===== config.mk =====
export PLATFORM = sky130hd
export DESIGN_NAME = microseq_addr_unit_flat
export DESIGN_NICKNAME = d
export VERILOG_FILES = /design/src/rtl/microseq_addr_unit_if.sv /design/src/rtl/microseq_addr_unit.sv /design/src/flat_wrapper.sv
export SDC_FILE = /design/constraint.sdc
export NUM_CORES = 1
export LEC_CHECK = 0
export CAP_MARGIN = 20
export CORE_ASPECT_RATIO = 2
export CORE_MARGIN = 8
export CORE_UTILIZATION = 45
export DETAILED_ROUTE_END_ITERATION = 10
export PLACE_DENSITY = 0.64
export SETUP_SLACK_MARGIN = 0.1
export SLEW_MARGIN = 10
export SYNTH_ARGS = -nofsm -noshare
export SYNTH_HDL_FRONTEND = slang
export SYNTH_SLANG_ARGS = --single-unit

===== constraint.sdc =====
create_clock -name clk -period 3.16 [get_ports clk]
set_input_delay 0.316 -clock clk [delete_from_list [all_inputs] [get_ports clk]]
set_output_delay 0.316 -clock clk [all_outputs]
set_load 0.1 [all_outputs]

===== src/rtl/microseq_addr_unit_if.sv =====
// microseq_addr_unit_if: control, table-config and status bundle of the micro-PC sequencer
interface microseq_addr_unit_if #(
    parameter int ADDR_W       = 4,
    parameter int OP_W         = 7,
    parameter int DISP_ENTRIES = 8,
    parameter int STACK_DEPTH  = 4
);
    localparam int IDX_W = $clog2(DISP_ENTRIES);
    localparam int LVL_W = $clog2(STACK_DEPTH + 1);
    logic              advance;
    logic [OP_W-1:0]   op;
    logic [2:0]        addr_ctl;
    logic [ADDR_W-1:0] jump_addr;
    logic              cfg_we;
    logic              cfg_tbl;
    logic [IDX_W-1:0]  cfg_idx;
    logic              cfg_valid;
    logic [OP_W-1:0]   cfg_op;
    logic [ADDR_W-1:0] cfg_target;
    logic [ADDR_W-1:0] upc;
    logic [LVL_W-1:0]  stack_level;
    logic              disp_miss;
    logic              stack_ovf;
    logic              stack_unf;
    modport master (
        output advance, op, addr_ctl, jump_addr, cfg_we, cfg_tbl, cfg_idx, cfg_valid, cfg_op, cfg_target,
        input  upc, stack_level, disp_miss, stack_ovf, stack_unf
    );
    modport slave (
        input  advance, op, addr_ctl, jump_addr, cfg_we, cfg_tbl, cfg_idx, cfg_valid, cfg_op, cfg_target,
        output upc, stack_level, disp_miss, stack_ovf, stack_unf
    );
endinterface


===== src/rtl/microseq_addr_unit.sv =====
// microseq_addr_unit: micro-PC sequencer with dispatch tables, return stack and trap redirection
module microseq_addr_unit #(
    parameter int                ADDR_W       = 4,
    parameter int                OP_W         = 7,
    parameter int                DISP_ENTRIES = 8,
    parameter int                STACK_DEPTH  = 4,
    parameter logic [ADDR_W-1:0] FETCH_ADDR   = '0,
    parameter logic [ADDR_W-1:0] TRAP_ADDR    = '1
) (
    input logic                 clk,
    input logic                 reset,
    microseq_addr_unit_if.slave bus
);
    localparam int LVL_W = $clog2(STACK_DEPTH + 1);
    localparam int SP_W  = STACK_DEPTH > 1 ? $clog2(STACK_DEPTH) : 1;
    logic [ADDR_W-1:0] upc_q, upc_d, upc_inc;
    logic [LVL_W-1:0]  lvl_q, lvl_d;
    logic [ADDR_W-1:0] stk_q [STACK_DEPTH];
    logic              push;
    logic              miss_q, miss_d, ovf_q, ovf_d, unf_q, unf_d;
    logic              vld_q [2][DISP_ENTRIES];
    logic [OP_W-1:0]   dop_q [2][DISP_ENTRIES];
    logic [ADDR_W-1:0] dtg_q [2][DISP_ENTRIES];
    logic              tsel, hit;
    logic [ADDR_W-1:0] hit_tgt;
    assign upc_inc = upc_q + 1'b1;
    assign tsel    = bus.addr_ctl[1];
    // Table lookup scans from the top down so the lowest matching index wins
    always_comb begin
        hit     = 1'b0;
        hit_tgt = '0;
        for (int i = DISP_ENTRIES - 1; i >= 0; i--) begin
            if (vld_q[tsel][i] && dop_q[tsel][i] == bus.op) begin
                hit     = 1'b1;
                hit_tgt = dtg_q[tsel][i];
            end
        end
    end
    // Next micro-PC, stack depth and error flags; everything holds while stalled
    always_comb begin
        upc_d  = upc_q;
        lvl_d  = lvl_q;
        push   = 1'b0;
        miss_d = 1'b0;
        ovf_d  = 1'b0;
        unf_d  = 1'b0;
        if (bus.advance) begin
            case (bus.addr_ctl)
                3'b000: upc_d = upc_inc;
                3'b001, 3'b010: begin
                    upc_d  = hit ? hit_tgt : TRAP_ADDR;
                    miss_d = !hit;
                end
                3'b011: upc_d = FETCH_ADDR;
                3'b100: upc_d = bus.jump_addr;
                3'b101: begin
                    if (lvl_q < LVL_W'(STACK_DEPTH)) begin
                        push  = 1'b1;
                        lvl_d = lvl_q + 1'b1;
                        upc_d = bus.jump_addr;
                    end else begin
                        upc_d = TRAP_ADDR;
                        ovf_d = 1'b1;
                    end
                end
                3'b110: begin
                    if (lvl_q != '0) begin
                        upc_d = stk_q[SP_W'(lvl_q - 1'b1)];
                        lvl_d = lvl_q - 1'b1;
                    end else begin
                        upc_d = TRAP_ADDR;
                        unf_d = 1'b1;
                    end
                end
                default: ;
            endcase
        end
    end
    // State update; reset clears only valid bits, stack and table payloads need no reset
    always_ff @(posedge clk) begin
        if (reset) begin
            upc_q  <= FETCH_ADDR;
            lvl_q  <= '0;
            miss_q <= 1'b0;
            ovf_q  <= 1'b0;
            unf_q  <= 1'b0;
            for (int t = 0; t < 2; t++)
                for (int i = 0; i < DISP_ENTRIES; i++)
                    vld_q[t][i] <= 1'b0;
        end else begin
            upc_q  <= upc_d;
            lvl_q  <= lvl_d;
            miss_q <= miss_d;
            ovf_q  <= ovf_d;
            unf_q  <= unf_d;
            if (push)
                stk_q[SP_W'(lvl_q)] <= upc_inc;
            if (bus.cfg_we) begin
                vld_q[bus.cfg_tbl][bus.cfg_idx] <= bus.cfg_valid;
                dop_q[bus.cfg_tbl][bus.cfg_idx] <= bus.cfg_op;
                dtg_q[bus.cfg_tbl][bus.cfg_idx] <= bus.cfg_target;
            end
        end
    end
    assign bus.upc         = upc_q;
    assign bus.stack_level = lvl_q;
    assign bus.disp_miss   = miss_q;
    assign bus.stack_ovf   = ovf_q;
    assign bus.stack_unf   = unf_q;
endmodule


===== src/flat_wrapper.sv =====
// flat-port wrapper written by rule: the top's interface ports become plain ports
module microseq_addr_unit_flat 
#(
    parameter int                ADDR_W       = 4,
    parameter int                OP_W         = 7,
    parameter int                DISP_ENTRIES = 8,
    parameter int                STACK_DEPTH  = 4,
    parameter logic [ADDR_W-1:0] FETCH_ADDR   = '0,
    parameter logic [ADDR_W-1:0] TRAP_ADDR    = '1
)
  (clk, reset, bus_advance, bus_op, bus_addr_ctl, bus_jump_addr, bus_cfg_we, bus_cfg_tbl, bus_cfg_idx, bus_cfg_valid, bus_cfg_op, bus_cfg_target, bus_upc, bus_stack_level, bus_disp_miss, bus_stack_ovf, bus_stack_unf);
  microseq_addr_unit_if #(.ADDR_W(ADDR_W), .OP_W(OP_W), .DISP_ENTRIES(DISP_ENTRIES), .STACK_DEPTH(STACK_DEPTH)) bus_i ();
  input logic clk;
  input logic reset;
  input wire logic [$bits(bus_i.advance)-1:0] bus_advance;
  input wire logic [$bits(bus_i.op)-1:0] bus_op;
  input wire logic [$bits(bus_i.addr_ctl)-1:0] bus_addr_ctl;
  input wire logic [$bits(bus_i.jump_addr)-1:0] bus_jump_addr;
  input wire logic [$bits(bus_i.cfg_we)-1:0] bus_cfg_we;
  input wire logic [$bits(bus_i.cfg_tbl)-1:0] bus_cfg_tbl;
  input wire logic [$bits(bus_i.cfg_idx)-1:0] bus_cfg_idx;
  input wire logic [$bits(bus_i.cfg_valid)-1:0] bus_cfg_valid;
  input wire logic [$bits(bus_i.cfg_op)-1:0] bus_cfg_op;
  input wire logic [$bits(bus_i.cfg_target)-1:0] bus_cfg_target;
  output wire logic [$bits(bus_i.upc)-1:0] bus_upc;
  output wire logic [$bits(bus_i.stack_level)-1:0] bus_stack_level;
  output wire logic [$bits(bus_i.disp_miss)-1:0] bus_disp_miss;
  output wire logic [$bits(bus_i.stack_ovf)-1:0] bus_stack_ovf;
  output wire logic [$bits(bus_i.stack_unf)-1:0] bus_stack_unf;
  assign bus_i.advance = bus_advance;
  assign bus_i.op = bus_op;
  assign bus_i.addr_ctl = bus_addr_ctl;
  assign bus_i.jump_addr = bus_jump_addr;
  assign bus_i.cfg_we = bus_cfg_we;
  assign bus_i.cfg_tbl = bus_cfg_tbl;
  assign bus_i.cfg_idx = bus_cfg_idx;
  assign bus_i.cfg_valid = bus_cfg_valid;
  assign bus_i.cfg_op = bus_cfg_op;
  assign bus_i.cfg_target = bus_cfg_target;
  assign bus_upc = bus_i.upc;
  assign bus_stack_level = bus_i.stack_level;
  assign bus_disp_miss = bus_i.disp_miss;
  assign bus_stack_ovf = bus_i.stack_ovf;
  assign bus_stack_unf = bus_i.stack_unf;
  microseq_addr_unit #(.ADDR_W(ADDR_W), .OP_W(OP_W), .DISP_ENTRIES(DISP_ENTRIES), .STACK_DEPTH(STACK_DEPTH), .FETCH_ADDR(FETCH_ADDR), .TRAP_ADDR(TRAP_ADDR)) u_core (.clk(clk), .reset(reset), .bus(bus_i));
endmodule

==> run metrics, run 1 <==
# diodes=0; Post-CTS Resized=0; unique cell type count in the Yosys netlist=54; Worst EP required=3.54 ns; number of global-route vias before repair=5441; Final nets=740; Post-Synth XOR/XNOR Area=6.13%; number of DRC markers in iteration 0=270; critical path arrival=2.85 ns; PD cells=555 nW/um2; Tot GR Track Use=15.6%; Worst Skew=0.0111 ns; Clock Latency Late Sink=0.49 ns; placed inst area=10400 um2; H-tree depth=1; Die Span X=118 um; largest family of logic cells by synthesized area=multiplexers; layout cells sized above 1=16.1%; Critical Path End Type=flip-flop; Synth top area share=66.3%; ANT nets after route=0; Max Freq=0.406 GHz; site row count=75; max-slew violation count=0; fillers=1715; Starting Density=45.4%; Setup Fix Bufs, Post-CTS=0; Post-synth EDFFs=208; I/O Buffers=43; Pleak=0.00384 uW; CTS root buffer=clkbuf_16; routability cong.=0.799; cts hold-fix bufs=0; CTS Buffer Depth=3; Mean Syn Cell Area=15.3 um2; die footprint=26100 um2; first-pass GRT wire length=31200 um; vias post-DR=5259; most frequent cell after synthesis=edfxtp_1; startpoint types=input port; worst slew pin tran=0.975 ns; CTS tree=yes; Hold Path Class=reg -> reg; Mapped Area=9420 um2; worst vdd ir=588 uV; reg2reg setup slack=0.78 ns; final WL=20300 um; DR WL/cell=20.6 um; adder-cell share of the synthesized area=0.797%; WHS=0.575 ns; height of the chip=221 um; initial antenna violation count=0; worst-path fanout max=9; Synth Area in Compound Gates=4.58%; ratio of final minimum period to clock period=78.0%; count of yosys warnings during synthesis=0; FFs w/ async S/R, synth=0%; Reg2Reg Depth=8; Synth Flop Type=edfxtp_1; hpwl dp=14300 um; vias per cell=5.35; Setup violations, final=0; Seq cells post-synth=218; RSZ-0062 raised after global routing=false; largest net degree at the start of global routing=27; CTS buffer count=20; Post-Synth Simple-Gate Area=8.32%; post-synthesis sequential area ratio=68.4%; gr ovfl total=0; RR Endpoint=u_core.bus.upc[0]; Synth-to-Final Area Change=17.0%; CP endpoint=u_core.bus.upc[0]; final setup TNS=0 ns; post-synthesis mux area share=9.57%; final core occ=53.2%; relative slew slack=34.8%; fin area=11000 um2; number of max-cap violations=0; Tmin final=2.46 ns; Post-Synthesis Cells=617; synth top area cells=edfxtp_1, mux2i_1, xnor2_1; Hold Vio Cnt, Final=0; drt first pass iters=5; DRC Markers=0; clk slew on worst S/H paths=0.07 ns; outcome=finished, final reports clean; crit path kind=in -> reg; FF-to-FF Start=u_core.bus.stack_level[0]; post-synth top area cell=edfxtp_1; Crit. Startpoint=bus_op[1]; core box area=20700 um2; clock sink count=218; syn_nets=657; most frequent cells after synthesis=edfxtp_1, mux2i_1, xnor2_1; I/O Pins=44
-- critical path, stage by stage --
cell	delay, ns
clkdlybuf4s50_1	0.75
buf_4	0.24
xnor2_1	0.08
nor4_1	0.41
and4_1	0.37
a21oi_1	0.10
a21bo_2	0.19
a22oi_1	0.08
o31a_1	0.31
-- power breakdown --
group	leakage (uW)	switching, uW	internal [uW]
Combinational	0.00157	289	184
Sequential	0.00196	22.3	3220
Clock	0.000314	1030	1380
Total	0.00384	1340	4780
-- registers in the layout, indices dropped and copies added (netlist names) --
| register | count |
|---|---|
| u_core.bus.upc | 4 |
| u_core.bus.stack_unf | 1 |
| u_core.bus.stack_level | 3 |
| u_core.dtg_q | 64 |
| u_core.dop_q | 112 |
| u_core.bus.disp_miss | 1 |
| u_core.vld_q | 16 |
| u_core.bus.stack_ovf | 1 |
| u_core.stk_q | 16 |
-- final cells by class --
cell class              instances  area, um2  area share [%]
clock buffers                  21        526            4.77
clock inverters                15        134            1.21
inverters                      10       37.5           0.340
multi-input cells             362       2790            25.3
flip-flops and latches        218       6450            58.5
well taps                     269        337            3.05
repair buffers                 88        758            6.88
-- worst min path at each step --
stage / startpoint / end / slack, ns / cells after the start
global route: u_core.bus.stack_level[2] / u_core.bus.stack_ovf / 0.61 / 2
global placement: u_core.bus.stack_level[1] / u_core.bus.stack_level[1] / 0.55 / 2
CTS: u_core.bus.stack_level[2] / u_core.bus.stack_ovf / 0.57 / 2
detailed placement: u_core.bus.stack_level[2] / u_core.bus.stack_ovf / 0.55 / 2
floorplan: bus_cfg_op[0] / u_core.dop_q[0][0] / 0.41 / 0
finish: u_core.bus.stack_level[2] / u_core.bus.stack_ovf / 0.58 / 2
-- logic make-up (layout without fill, tap and decap cells) --
group           after synthesis  in the layout
flops                       218            218
mux                          84             84
buf+inv                      37            134
fa+ha+maj                     6              6
simple gates                144            144
compound gates               62             62
xor+xnor                     66             66
-- layout by cell type, fill, tap and decap left out, types with 5 or more instances in the layout --
cell,n
edfxtp_1,208
mux2i_1,71
buf_4,49
xnor2_1,47
clkdlybuf4s50_1,39
nor2_1,30
clkbuf_16,21
nand2_1,20
xor2_1,19
o21ai_0,18
nand3_1,17
and2_1,15
or2_2,12
inv_1,10
dfxtp_1,10
nand2b_1,9
mux2_2,9
nor4_1,7
nand4_1,7
a21oi_1,7
nor2b_1,6
a211oi_1,6
ha_1,6
nor3_1,5
-- per-layer routing --
layer,vias to the layer above,GRT usage [%],routed length (um)
met5,-,0,0
met4,0,4.38,376
met3,26,2.15,973
met2,143,28.3,10600
met1,2601,18.8,8310
li1,2489,-,-
-- metrics by stage --
step / setup WS [ns] / cells / power [uW]
after global routing: 0.526 / 983 / 6300
after detailed placement: 0.132 / 947 / 3780
after CTS: 0.653 / 983 / 6160
after floorplan: 0.167 / 617 / 3600
after global placement: 0.138 / 947 / 3770
final: 0.696 / 983 / 6120
No activity file was read; power rests on OpenSTA's default activity.
==> inputs of run 2 (changes only) <==
==> constraint.sdc (replaced) <==
create_clock -name clk -period 2.5 [get_ports clk]
set_input_delay 0.25 -clock clk [delete_from_list [all_inputs] [get_ports clk]]
set_output_delay 0.25 -clock clk [all_outputs]
set_load 0.1 [all_outputs]
==> run metrics, run 2 (synthesis results as in run 1) <==
DR WL/cell=19.6 um; worst-path fanout max=4; max-slew violation count=0; site row count=75; I/O Pins=44; number of global-route vias before repair=5586; most common cell after layout, fill and taps aside=edfxtp_1; worst slew pin tran=0.722 ns; DRC Markers=0; core box area=20700 um2; number of max-cap violations=0; drt first pass iters=5; layout cells sized above 1=22.1%; Starting Density=45.4%; Setup violations, final=0; CTS tree=yes; vias per cell=5.31; height of the chip=221 um; RSZ-0062 raised after global routing=false; critical path arrival=2.63 ns; outcome=finished, final reports clean; routability cong.=0.863; Max Freq=0.443 GHz; clk slew on worst S/H paths=0.07 ns; Max stage delay on crit path=0.37 ns; I/O Buffers=43; ratio of final minimum period to clock period=90.4%; largest net degree at the start of global routing=44; vias post-DR=5451; hpwl dp=14800 um; met3 WL post-DR=945 um; clock sink count=218; PD cells=685 nW/um2; largest registers=u_core.dop_q x112, u_core.dtg_q x64; CTS root buffer=clkbuf_16; placed inst area=10700 um2; Synth-to-Final Area Change=21.3%; fin area=11400 um2; DR top layer=met4; H-tree depth=1; die footprint=26100 um2; CTS buffer count=20; commonest non-fill, non-tap cells in the layout=edfxtp_1, buf_4, mux2i_1; crit path kind=reg -> reg; max reg flops=112; Critical Path End Type=flip-flop; Final Non-Filler Cells=1026; # diodes=0; relative slew slack=51.7%; total power=7830 uW; Final nets=783; Hold Path Class=reg -> reg; Tmin final=2.26 ns; Worst EP required=2.87 ns; CTS Buffer Depth=3; CP delay by family, top=simple AND/OR/NAND/NOR gates; number of DRC markers in iteration 0=355; final WL=20200 um; Tot GR Track Use=15.6%; Hold Vio Cnt, Final=0; Die Span X=118 um; fillers=1658; DR WL met2=9990 um; CP max-delay cell=edfxtp_1; worst path cell trace=mux2i_1 -> xnor2_1 -> nor4_2 -> nand4_2 -> nor3b_1 -> o311ai_2 -> a22oi_1 -> o31a_1; wl on met1=8490 um; Top reg by flops=u_core.dop_q; final core occ=55.1%; Placed Cells=989; startpoint types=flip-flop; gr ovfl total=0; Clock Latency Late Sink=0.48 ns; ANT nets after route=0; Pleak=0.00410 uW; cts hold-fix bufs=0; Worst Skew=0.00802 ns; first-pass GRT wire length=31500 um; worst vdd ir=574 uV; worst path bufs/invs=0; initial antenna violation count=0
run 2: cell count changes in the layout (fill, tap and decap cells not counted), moves of 3 or more:
| cell | change |
|---|---|
| buf_12 | +3 |
| buf_4 | +47 |
| clkbuf_1 | +7 |
| clkdlybuf4s50_1 | -7 |
| clkinv_2 | -3 |
| clkinvlp_4 | -3 |
| dfxtp_1 | -3 |
run 2: power by group:
| group | leakage (uW) | total, uW | switching, uW | internal (uW) |
|---|---|---|---|---|
| clock network | 0.000321 | 3090 | 1230 | 1860 |
| registers | 0.00197 | 4100 | 28.5 | 4070 |
| logic | 0.00181 | 647 | 379 | 268 |
run 2: path summary, 6_finish.rpt:
| path | cells after the start | slack [ns] | to | start |
|---|---|---|---|---|
| max | 8 | 0.24 | u_core.bus.upc[0] | u_core.dop_q[1][8] |
| min reg2reg | 2 | 0.54 | u_core.bus.stack_level[1] | u_core.bus.stack_level[1] |
| min | 2 | 0.54 | u_core.bus.stack_level[1] | u_core.bus.stack_level[1] |
| max reg2reg | 8 | 0.24 | u_core.bus.upc[0] | u_core.dop_q[1][8] |
run 2: timing repair:
action,4_1_cts,5_1_grt
gates resized for setup,4,2
endpoints found under the setup margin,5,3
pin swaps,0,2
buffers inserted,0,1
run 2: metrics by stage:
step	setup TNS [ns]	worst slack, ns	hold WS, ns
after floorplan	0	0.0960	0.349
after global placement	-1.20	-0.287	0.517
after detailed placement	-1.07	-0.251	0.536
after CTS	0	0.156	0.538
after global routing	0	0.110	0.563
final	0	0.241	0.538
run 2: final cells by class:
cell class / count / area (um2) / area share [%]
clock inverter: 8 / 119 / 1.04
tap: 269 / 337 / 2.95
sequential: 218 / 6450 / 56.5
multi-input combinational: 362 / 2830 / 24.8
clock buffer: 28 / 552 / 4.83
inverter: 10 / 37.5 / 0.328
timing repair buffer: 131 / 1100 / 9.63
run 2: worst register-to-register path, stage by stage, from the launching register on:
cell	delay, ns
edfxtp_1	0.37
mux2i_1	0.20
xnor2_1	0.10
nor4_2	0.36
nand4_2	0.21
nor3b_1	0.20
o311ai_2	0.28
a22oi_1	0.12
o31a_1	0.30
run 2: layer usage:
layer | global-route usage, % | up-vias
met5 | 0 | -
met2 | 26.4 | 137
li1 | - | 2579
met1 | 19.4 | 2694
met4 | 6.83 | 0
met3 | 2.50 | 41
